File: src/rtl/fpu_out_arb.sv
// ---------------------------------------------------------------------------
// fpu_out_arb
//
// Credit-based round-robin arbiter for the single FPU->CPX result port.
// Three pipes compete for the port: add, mul and div. A pipe can be granted
// only when it is requesting and the destination core still has a free
// CPX input-queue entry. Among eligible pipes the winner is chosen
// round-robin, starting at the pipe after the previous winner, in the order
// ADD -> MUL -> DIV -> ADD.
//
// The winner is registered toward the output mux and the CPX, so those
// outputs appear one cycle after the request. Stalls are combinational, so
// a losing pipe learns in the same cycle that it must hold its result.
//
// Optional feature (define FPU_OUT_ARB_STARVE_EN):
//   Each pipe gets a 4-bit wait counter. The counter counts cycles in which
//   the pipe requested and stalled. It clears on a grant or when the request
//   drops. When a counter has saturated at 15 and that pipe is eligible, the
//   pipe wins ahead of round-robin. If several pipes are starved, the order
//   is div > mul > add. Without the macro, arbitration is pure round-robin.
//
// Parameters
//   CREDITS : CPX queue entries per core. This is the reset and maximum
//             credit value (1..7).
//   CW      : credit counter width; must be able to hold CREDITS.
//
// Ports
//   rclk            : clock
//   grst            : synchronous reset, active high
//   add/mul/div_req : pipe has a valid result this cycle
//   add/mul/div_id  : result ID; [2:0] dest core, [4:3] thread, [9:5] tag
//   cpx_fp_grant_cx : per-core credit return (may be multi-hot)
//   add/mul/div_stall : result not taken this cycle; pipe must hold it
//   fp_cpx_req_cq   : registered one-hot request to the destination core
//   dest_rdy        : registered one-hot winner {div,mul,add}
//   req_thread      : registered thread of the winner
//   req_tag         : registered tag of the winner
//   credit_err      : sticky; a credit came back while the counter was full
// ---------------------------------------------------------------------------
module fpu_out_arb #(
    parameter int CREDITS = 2,
    parameter int CW      = 3
) (
    input  logic       rclk,
    input  logic       grst,
    input  logic       add_req,
    input  logic       mul_req,
    input  logic       div_req,
    input  logic [9:0] add_id,
    input  logic [9:0] mul_id,
    input  logic [9:0] div_id,
    input  logic [7:0] cpx_fp_grant_cx,
    output logic       add_stall,
    output logic       mul_stall,
    output logic       div_stall,
    output logic [7:0] fp_cpx_req_cq,
    output logic [2:0] dest_rdy,
    output logic [1:0] req_thread,
    output logic [4:0] req_tag,
    output logic       credit_err
);

    typedef enum logic [1:0] {
        PIPE_ADD = 2'd0,
        PIPE_MUL = 2'd1,
        PIPE_DIV = 2'd2
    } pipe_e;

    localparam logic [CW-1:0] CRED_MAX = CW'(CREDITS);
    localparam logic [CW-1:0] CRED_ONE = CW'(1);

    // Pipe index 0 = add, 1 = mul, 2 = div, everywhere below.
    logic [2:0] req_vec;
    logic [9:0] pipe_id [3];

    logic [7:0] credit_nz;   // core has at least one free queue entry
    logic [7:0] err_set;     // return arrived while the core counter was full
    logic [2:0] elig;
    logic [2:0] rr_pick;
    logic [2:0] pick;
    logic [2:0] win;
    logic [9:0] win_id;
    logic       grant_any;
    logic [7:0] grant_cq;

    pipe_e rr_last_reg;
    pipe_e rr_last_next;

    assign req_vec    = {div_req, mul_req, add_req};
    assign pipe_id[0] = add_id;
    assign pipe_id[1] = mul_id;
    assign pipe_id[2] = div_id;

    // Eligibility uses the credit value at the start of the cycle. A credit
    // returned in the same cycle only becomes usable after the edge.
    generate
        for (genvar gi = 0; gi < 3; gi++) begin : g_elig
            assign elig[gi] = req_vec[gi] & credit_nz[pipe_id[gi][2:0]];
        end
    endgenerate

    // Round-robin: the search starts at the pipe after the last winner.
    always_comb begin
        rr_pick = 3'b000;
        case (rr_last_reg)
            PIPE_ADD: begin
                if (elig[1])      rr_pick = 3'b010;
                else if (elig[2]) rr_pick = 3'b100;
                else if (elig[0]) rr_pick = 3'b001;
            end
            PIPE_MUL: begin
                if (elig[2])      rr_pick = 3'b100;
                else if (elig[0]) rr_pick = 3'b001;
                else if (elig[1]) rr_pick = 3'b010;
            end
            default: begin
                if (elig[0])      rr_pick = 3'b001;
                else if (elig[1]) rr_pick = 3'b010;
                else if (elig[2]) rr_pick = 3'b100;
            end
        endcase
    end

`ifdef FPU_OUT_ARB_STARVE_EN
    logic [2:0] wait_full;
    logic [2:0] starved;

    generate
        for (genvar gi = 0; gi < 3; gi++) begin : g_wait
            logic [3:0] wait_reg;

            // Outside reset, "requesting and not winning" is exactly the
            // stall condition, so this counts stalled cycles.
            always_ff @(posedge rclk) begin
                if (grst || !req_vec[gi] || win[gi]) begin
                    wait_reg <= 4'd0;
                end else if (wait_reg != 4'hF) begin
                    wait_reg <= wait_reg + 4'd1;
                end
            end

            assign wait_full[gi] = (wait_reg == 4'hF);
        end
    endgenerate

    assign starved = wait_full & elig;

    // A starved pipe overrides round-robin; div has the highest priority.
    always_comb begin
        pick = rr_pick;
        if (starved[2])      pick = 3'b100;
        else if (starved[1]) pick = 3'b010;
        else if (starved[0]) pick = 3'b001;
    end
`else
    assign pick = rr_pick;
`endif

    // While in reset nothing is granted and nobody is told to stall.
    assign win = grst ? 3'b000 : pick;

    assign add_stall = req_vec[0] & ~win[0] & ~grst;
    assign mul_stall = req_vec[1] & ~win[1] & ~grst;
    assign div_stall = req_vec[2] & ~win[2] & ~grst;

    // win is one-hot or zero, so an AND-OR mux is sufficient. With no
    // winner, win_id is zero and so are the registered thread and tag.
    assign win_id = ({10{win[0]}} & add_id)
                  | ({10{win[1]}} & mul_id)
                  | ({10{win[2]}} & div_id);

    assign grant_any = |win;
    assign grant_cq  = grant_any ? (8'b1 << win_id[2:0]) : 8'b0;

    always_comb begin
        rr_last_next = rr_last_reg;
        if (win[0])      rr_last_next = PIPE_ADD;
        else if (win[1]) rr_last_next = PIPE_MUL;
        else if (win[2]) rr_last_next = PIPE_DIV;
    end

    // Per-core credit counters. When a grant and a return hit the same
    // core in the same cycle, they cancel. An underflow cannot happen,
    // because a grant requires a non-zero counter.
    generate
        for (genvar gi = 0; gi < 8; gi++) begin : g_credit
            logic [CW-1:0] credit_reg;

            always_ff @(posedge rclk) begin
                if (grst) begin
                    credit_reg <= CRED_MAX;
                end else if (grant_cq[gi] && !cpx_fp_grant_cx[gi]) begin
                    credit_reg <= credit_reg - CRED_ONE;
                end else if (!grant_cq[gi] && cpx_fp_grant_cx[gi] &&
                             (credit_reg != CRED_MAX)) begin
                    credit_reg <= credit_reg + CRED_ONE;
                end
            end

            assign credit_nz[gi] = (credit_reg != '0);
            assign err_set[gi]   = cpx_fp_grant_cx[gi] & ~grant_cq[gi] &
                                   (credit_reg == CRED_MAX);
        end
    endgenerate

    always_ff @(posedge rclk) begin
        if (grst) begin
            dest_rdy      <= 3'b000;
            fp_cpx_req_cq <= 8'h00;
            req_thread    <= 2'd0;
            req_tag       <= 5'd0;
            credit_err    <= 1'b0;
            rr_last_reg   <= PIPE_ADD;
        end else begin
            dest_rdy      <= win;
            fp_cpx_req_cq <= grant_cq;
            req_thread    <= win_id[4:3];
            req_tag       <= win_id[9:5];
            credit_err    <= credit_err | (|err_set);
            rr_last_reg   <= rr_last_next;
        end
    end

endmodule

File: config.mk
export PLATFORM = sky130hd
export DESIGN_NAME = fpu_out_arb
export DESIGN_NICKNAME = d
export VERILOG_FILES = /design/src/rtl/fpu_out_arb.sv
export SDC_FILE = /design/constraint.sdc
export NUM_CORES = 1
export LEC_CHECK = 0
export CAP_MARGIN = 20
export CORE_ASPECT_RATIO = 1.25
export CORE_MARGIN = 8
export CORE_UTILIZATION = 42
export CTS_CLUSTER_SIZE = 14
export DETAILED_ROUTE_END_ITERATION = 6
export PLACE_DENSITY_LB_ADDON = 0.15
export SETUP_SLACK_MARGIN = 0.02
export SYNTH_ARGS = -nofsm -noshare
export SYNTH_HDL_FRONTEND = slang
export SYNTH_SLANG_ARGS = --single-unit
export TNS_END_PERCENT = 100
File: constraint.sdc
create_clock -name rclk -period 9.5 [get_ports rclk]
set_input_delay 0.95 -clock rclk [delete_from_list [all_inputs] [get_ports rclk]]
set_output_delay 0.95 -clock rclk [all_outputs]
set_load 0.05 [all_outputs]
== Yosys cells after proc, flatten, opt, wreduce, memory -nomap -nowiden ==
Index checks and enable logic that the tools add are counted.
W data, S select, Z words.
Storage, ports and cells
  logic and storage cells: 193
  input bits: 43
  output and inout bits: 22
  register bits after elaboration: 45
Cells by class
  add/subtract/negate cells: 16
  bitwise gates (word level): 43
  order comparisons: 3
  shift operators: 1
  muxes and demuxes: 36
  reductions and logical operators: 62
  equality and inequality tests: 17
Operators with widths (number)
  $mux W3: 23
  $and A10 B10 Y10: 3
  $and A1 B1 Y1: 25
  $add A3 B1 Y3 const B: 8
  $eq A3 B2 Y1 const B: 8
  $logic_and A1 B1 Y1: 24
  $ne A3 B2 Y1 const B: 8
  $reduce_bool A3 Y1: 8
  $sub A3 B1 Y3 const B: 8
  $or A10 B10 Y10: 2
  $reduce_bool A2 Y1: 9
  $logic_not A1 Y1: 16
  $lt A3 B4 Y1 const B: 3
  $not A1 Y1: 12
  $bmux W1 S3: 3
  $mux W8: 1
  $reduce_or A8 Y1: 1
  $shl A1 B3 Y8 const A: 1
  $mux W1: 6
  $pmux W3 S2: 1
  $reduce_or A3 Y1: 2
  $mux W2: 2
  $eq A2 B1 Y1 const B: 1
  $logic_not A2 Y1: 1
  other kinds (2): 2

== Logic depth before layout (Yosys ltp) ==
  word-level depth: 19
  mapped depth: 17
  mapped depth without buffers: 15

== Worst setup path after synthesis ==
OpenSTA, ideal clock, no wires.
  path kind: input to register
  start: in div_id[1]
  end: reg g_credit[2].credit_reg[2]
  library setup time: 115 ps
  buffers on the path: 2
  setup slack: 4985 ps
  required time: 9385 ps
  cell stages on the path: 14
  arrival time: 4401 ps
  path through: clkbuf_1 -> mux2i_1 -> o221ai_1 -> or2_2 -> o2111a_2 -> and2_4 -> a221o_1 -> buf_2 -> nor3_4 -> or2b_1 -> fa_1 -> or3_1 -> and3_1 -> o21a_1
Between the ends
  cells in the longest elaborated chain, start to end: 16
  elaborated cells between the ends (all ways): 25
  those cells by class: shift (1); mux (12); bitwise (6); reduce/logical (6)
Ends and longest elaborated chain
  start, declared: line 51  | input logic [9:0] div_id,
  $bmux W1 S3: line 98  | assign elig[gi] = req_vec[gi] & credit_nz[pipe_id[gi][2:0]];
  $mux W1 (implied by the code): line 98
  $and A1 B1 Y1: line 98
  $mux W3 (on tied branches): line 108, 119
  $mux W3 (on tied branches): line 107, 118
  $pmux W3 S2 or $mux W3 (tied branches): line 105, 117
  $mux W3 or $pmux W3 S2 (tied branches): line 160, 105
  $and A10 B10 Y10 or $mux W3 (tied branches): line 168, 160
  $or A10 B10 Y10 or $and A10 B10 Y10 (tied branches): line 169, 170
  $or A10 B10 Y10: line 170  | | ({10{win[2]}} & div_id);
  $shl A1 B3 Y8: line 173  | assign grant_cq = grant_any ? (8'b1 << win_id[2:0]) : 8'b0;
  $mux W8 (*): line 173
  $logic_not A1 Y1: line 194  | end else if (!grant_cq[gi] && cpx_fp_grant_cx[gi] &&
  $logic_and A1 B1 Y1 (2 in series): line 194
  $reduce_bool A2 Y1 (no source line)
  end signal, assigned: line 193  | credit_reg <= credit_reg - CRED_ONE;
  end signal, assigned: line 196  | credit_reg <= credit_reg + CRED_ONE;
  end, declared: line 187  | logic [CW-1:0] credit_reg;
Every way passes the cells marked *; elsewhere a longest branch is shown, timed or not. The select of a mux whose other input is x is not followed.
A chain may end at the register's enable or synchronous reset.

== Worst setup path in the final report ==
  start: in mul_id[2]
  end: reg g_credit[2].credit_reg[2]
Between the ends
  cells in the longest elaborated chain, start to end: 17
  elaborated cells between the ends (all ways): 25
  those cells by class: shift (1); mux (12); bitwise (6); reduce/logical (6)
Ends and longest elaborated chain
  start, declared: line 50  | input logic [9:0] mul_id,
  $bmux W1 S3: line 98
  $mux W1 (implied by the code): line 98
  $and A1 B1 Y1: line 98
  $mux W2: line 114  | else if (elig[1]) rr_pick = 3'b010;
  $mux W2: line 113  | else if (elig[0]) rr_pick = 3'b001;
  $mux W3: line 112  | if (elig[2]) rr_pick = 3'b100;
  $pmux W3 S2: line 105  | case (rr_last_reg)
  $mux W3: line 160  | assign win = grst ? 3'b000 : pick;
  $and A10 B10 Y10: line 169  | | ({10{win[1]}} & mul_id)
  $or A10 B10 Y10: line 169
  $or A10 B10 Y10: line 170
  $shl A1 B3 Y8: line 173
  $mux W8 (*): line 173
  $logic_not A1 Y1: line 194
  $logic_and A1 B1 Y1 (2 in series): line 194
  $reduce_bool A2 Y1 (no source line)
Marked as above.

==> results.cfg <==
[outcome]
status = finished, final reports clean

[floorplan]
dieWidth_um = 91.1
ios = 65
start_util_pct = 43.0
die_h_um = 110
fp-row-count = 34
dieArea_um2 = 10000
core_um2 = 6890

[placement]
hpwl_mm = 6.03
gp_congestion = 0.813
place_inst = 478
place_area_um2 = 3660
port_buffers = 64

[synth]
yosysWarnings = 0
syn_area_um2 = 2960
synth.most_common_cell = dfxtp_1
synthFlopType = dfxtp_1
avgSynthCellArea_um2 = 8.82
synth_cell_types = 68
synthArstFlopShare_pct = 0
synth_edf_count = 0
netlist.top_cell.by_area = dfxtp_1
synth-seq-cells = 45
yosys-top-cells-area = dfxtp_1 30%, mux2i_1 7.1%, fa_1 5.4%, inv_1 4.2%, nand2_1 3.9%
synth_nets = 387
ys_seq_area_share_pct = 30.4
synth_top_area_share_pct = 30.4
netlist_top_cells_count = 45 x dfxtp_1, 33 x inv_1, 31 x nand2_1, 31 x nor2_1, 21 x mux2i_1
syn_inst = 336

[finish]
seqCellArea_um2 = 901
area_delta_synth_final_pct = 26.9
layoutNonFillerInstCount = 485
largest_reg_flops = 24
finish.net_count = 446
stdcell_area_um2 = 3760
antenna_cells = 0
multi_input_area_um2 = 1860
fillers = 656
drive_gt1_share_pct = 9.11

[drt]
ant_nets = 0
num_vias = 2694
viasPerCell = 5.55
first_pass_iters = 6
wire_per_inst_um = 16.1
drc = 0
routed_wl_mm = 7.80
drt_iter0_markers = 181

[clock_tree]
clockRootBuffer = clkbuf_8
htreeDepth = 2
insertion_delay_ns = 0.30
clk_pin_slew_ns = 0.09
cts_buffer_depth = 2
cts.hold.buffers_added = 0
cts-resized-gates = 0
cts_num_sinks = 45
cts_tree = yes
postCtsSetupRepairBufs = 0
cts_buffers = 5

[power]
ir_drop_mv = 0.0867
p_total_mw = 0.564
p_leak_nw = 1.51
p_per_area_nw_per_um2 = 150

[sta]
setup_violations = 0
skew_ns = 0.00574
slew_headroom_pct = 44.6
tightestPinTransition_ns = 0.831
fin_setup_tns_ns = 0
fin_hold_ws_ns = 0.558
rsz0062_at_grt = no
fin_crit_sh_pct = 53.9
slew_violations = 0
period_needed_ns = 5.12
hold_viol_final = 0
fmax_mhz = 195

[grt]
grt_max_degree = 29
gr-total-overflow = 0
grtUsageTotal_pct = 16.0
grt_pass1_wl_mm = 13.2
antenna_found_initial = 0
grt_pass1_vias = 2791

[critical_path]
path_class = in2reg
arrival_ns = 5.32
endpoint_kind = flop
cp_max_fo = 14
r2r_cells = 13
critPathLaunchType = primary input
worstPathRequired_ns = 9.70

[worst_hold_path]
holdPathStages = 2
hp-class = reg2reg

[run]
cap_violations = 0
[power breakdown]
group | internal, mW | total (mW) | switching, mW
Clock | 0.0765 | 0.143 | 0.0669
Combinational | 0.0854 | 0.199 | 0.113
Sequential | 0.206 | 0.222 | 0.0159
Total | 0.368 | 0.564 | 0.196
[placed cells by master, fill, tap and decap left out, drive strengths merged, types with 3 or more instances in the layout]
master,synthesis,layout
a222oi,7,7
and2,3,3
o21ai,5,5
inv,34,34
nand4,3,3
o211ai,3,3
a21oi,11,11
nand4b,5,5
nor2,32,32
mux2i,21,21
nand3b,6,6
or2,4,4
nand2,31,31
a21o,3,3
nor3b,4,4
clkbuf,7,5
o221ai,6,6
a211oi,3,3
nand3,7,7
mux2,3,3
or3,6,6
fa,8,8
nor3,13,13
nand2b,4,4
nor4,8,8
o22ai,3,3
xnor2,13,13
clkdlybuf4s50,0,64
dfxtp,45,45
[per-stage QoR]
stage	util [%]	setup WS (ns)
after floorplan	-	4.98
after global placement	53.1	4.15
after detailed placement	53.1	4.07
after CTS	54.6	4.37
after global routing	54.6	4.03
final	54.6	4.38
[per-layer routing]
| metal | up-vias | global-route usage (%) | routed length, µm |
|---|---|---|---|
| met5 | - | 0 | 0 |
| met4 | 0 | 5.86 | 129 |
| met3 | 13 | 3.83 | 420 |
| met2 | 72 | 28.7 | 3900 |
| met1 | 1278 | 18.2 | 3350 |
| li1 | 1331 | - | - |
[layout make-up]
cell class / instances / share of cell area [%]
tap: 90 / 2.99
sequential: 45 / 24.0
clock buffer: 5 / 1.83
inverter: 35 / 3.49
timing repair buffer: 65 / 17.2
multi-input combinational: 243 / 49.6
clock inverter: 2 / 0.931
[path summary, 6_finish.rpt]
path | to | slack (ns) | start
min reg2reg | g_credit[5].credit_reg[2] | 0.56 | g_credit[5].credit_reg[2]
min | g_credit[5].credit_reg[2] | 0.56 | g_credit[5].credit_reg[2]
max | g_credit[2].credit_reg[2] | 4.38 | mul_id[2]
max reg2reg | g_credit[2].credit_reg[2] | 4.95 | g_credit[5].credit_reg[0]
[worst max-delay path: stages]
cell	delay (ns)
clkdlybuf4s50_1	0.56
o41ai_1	0.33
a21oi_1	0.08
o211ai_1	0.26
nand2_1	0.18
o22a_1	0.29
nor3_4	0.58
a221oi_2	0.28
nor3_4	0.39
or2b_1	0.27
fa_1	0.37
or3_1	0.39
and3_1	0.20
o21a_1	0.17
[cell families (layout without fill, tap and decap cells)]
kind of cell	count (synthesis)	in the layout	share of synthesized area, %
AOI/OAI and AO/OA	63	63	19.0
xor gates and xnor gates	14	14	4.14
adders and majority gates	8	8	5.40
buffers and inverters	48	107	6.71
DFF	45	45	30.4
muxes	25	25	8.99
and+or+nand+nor	133	133	25.4
Note: power is estimated with default switching activity, not from simulation.
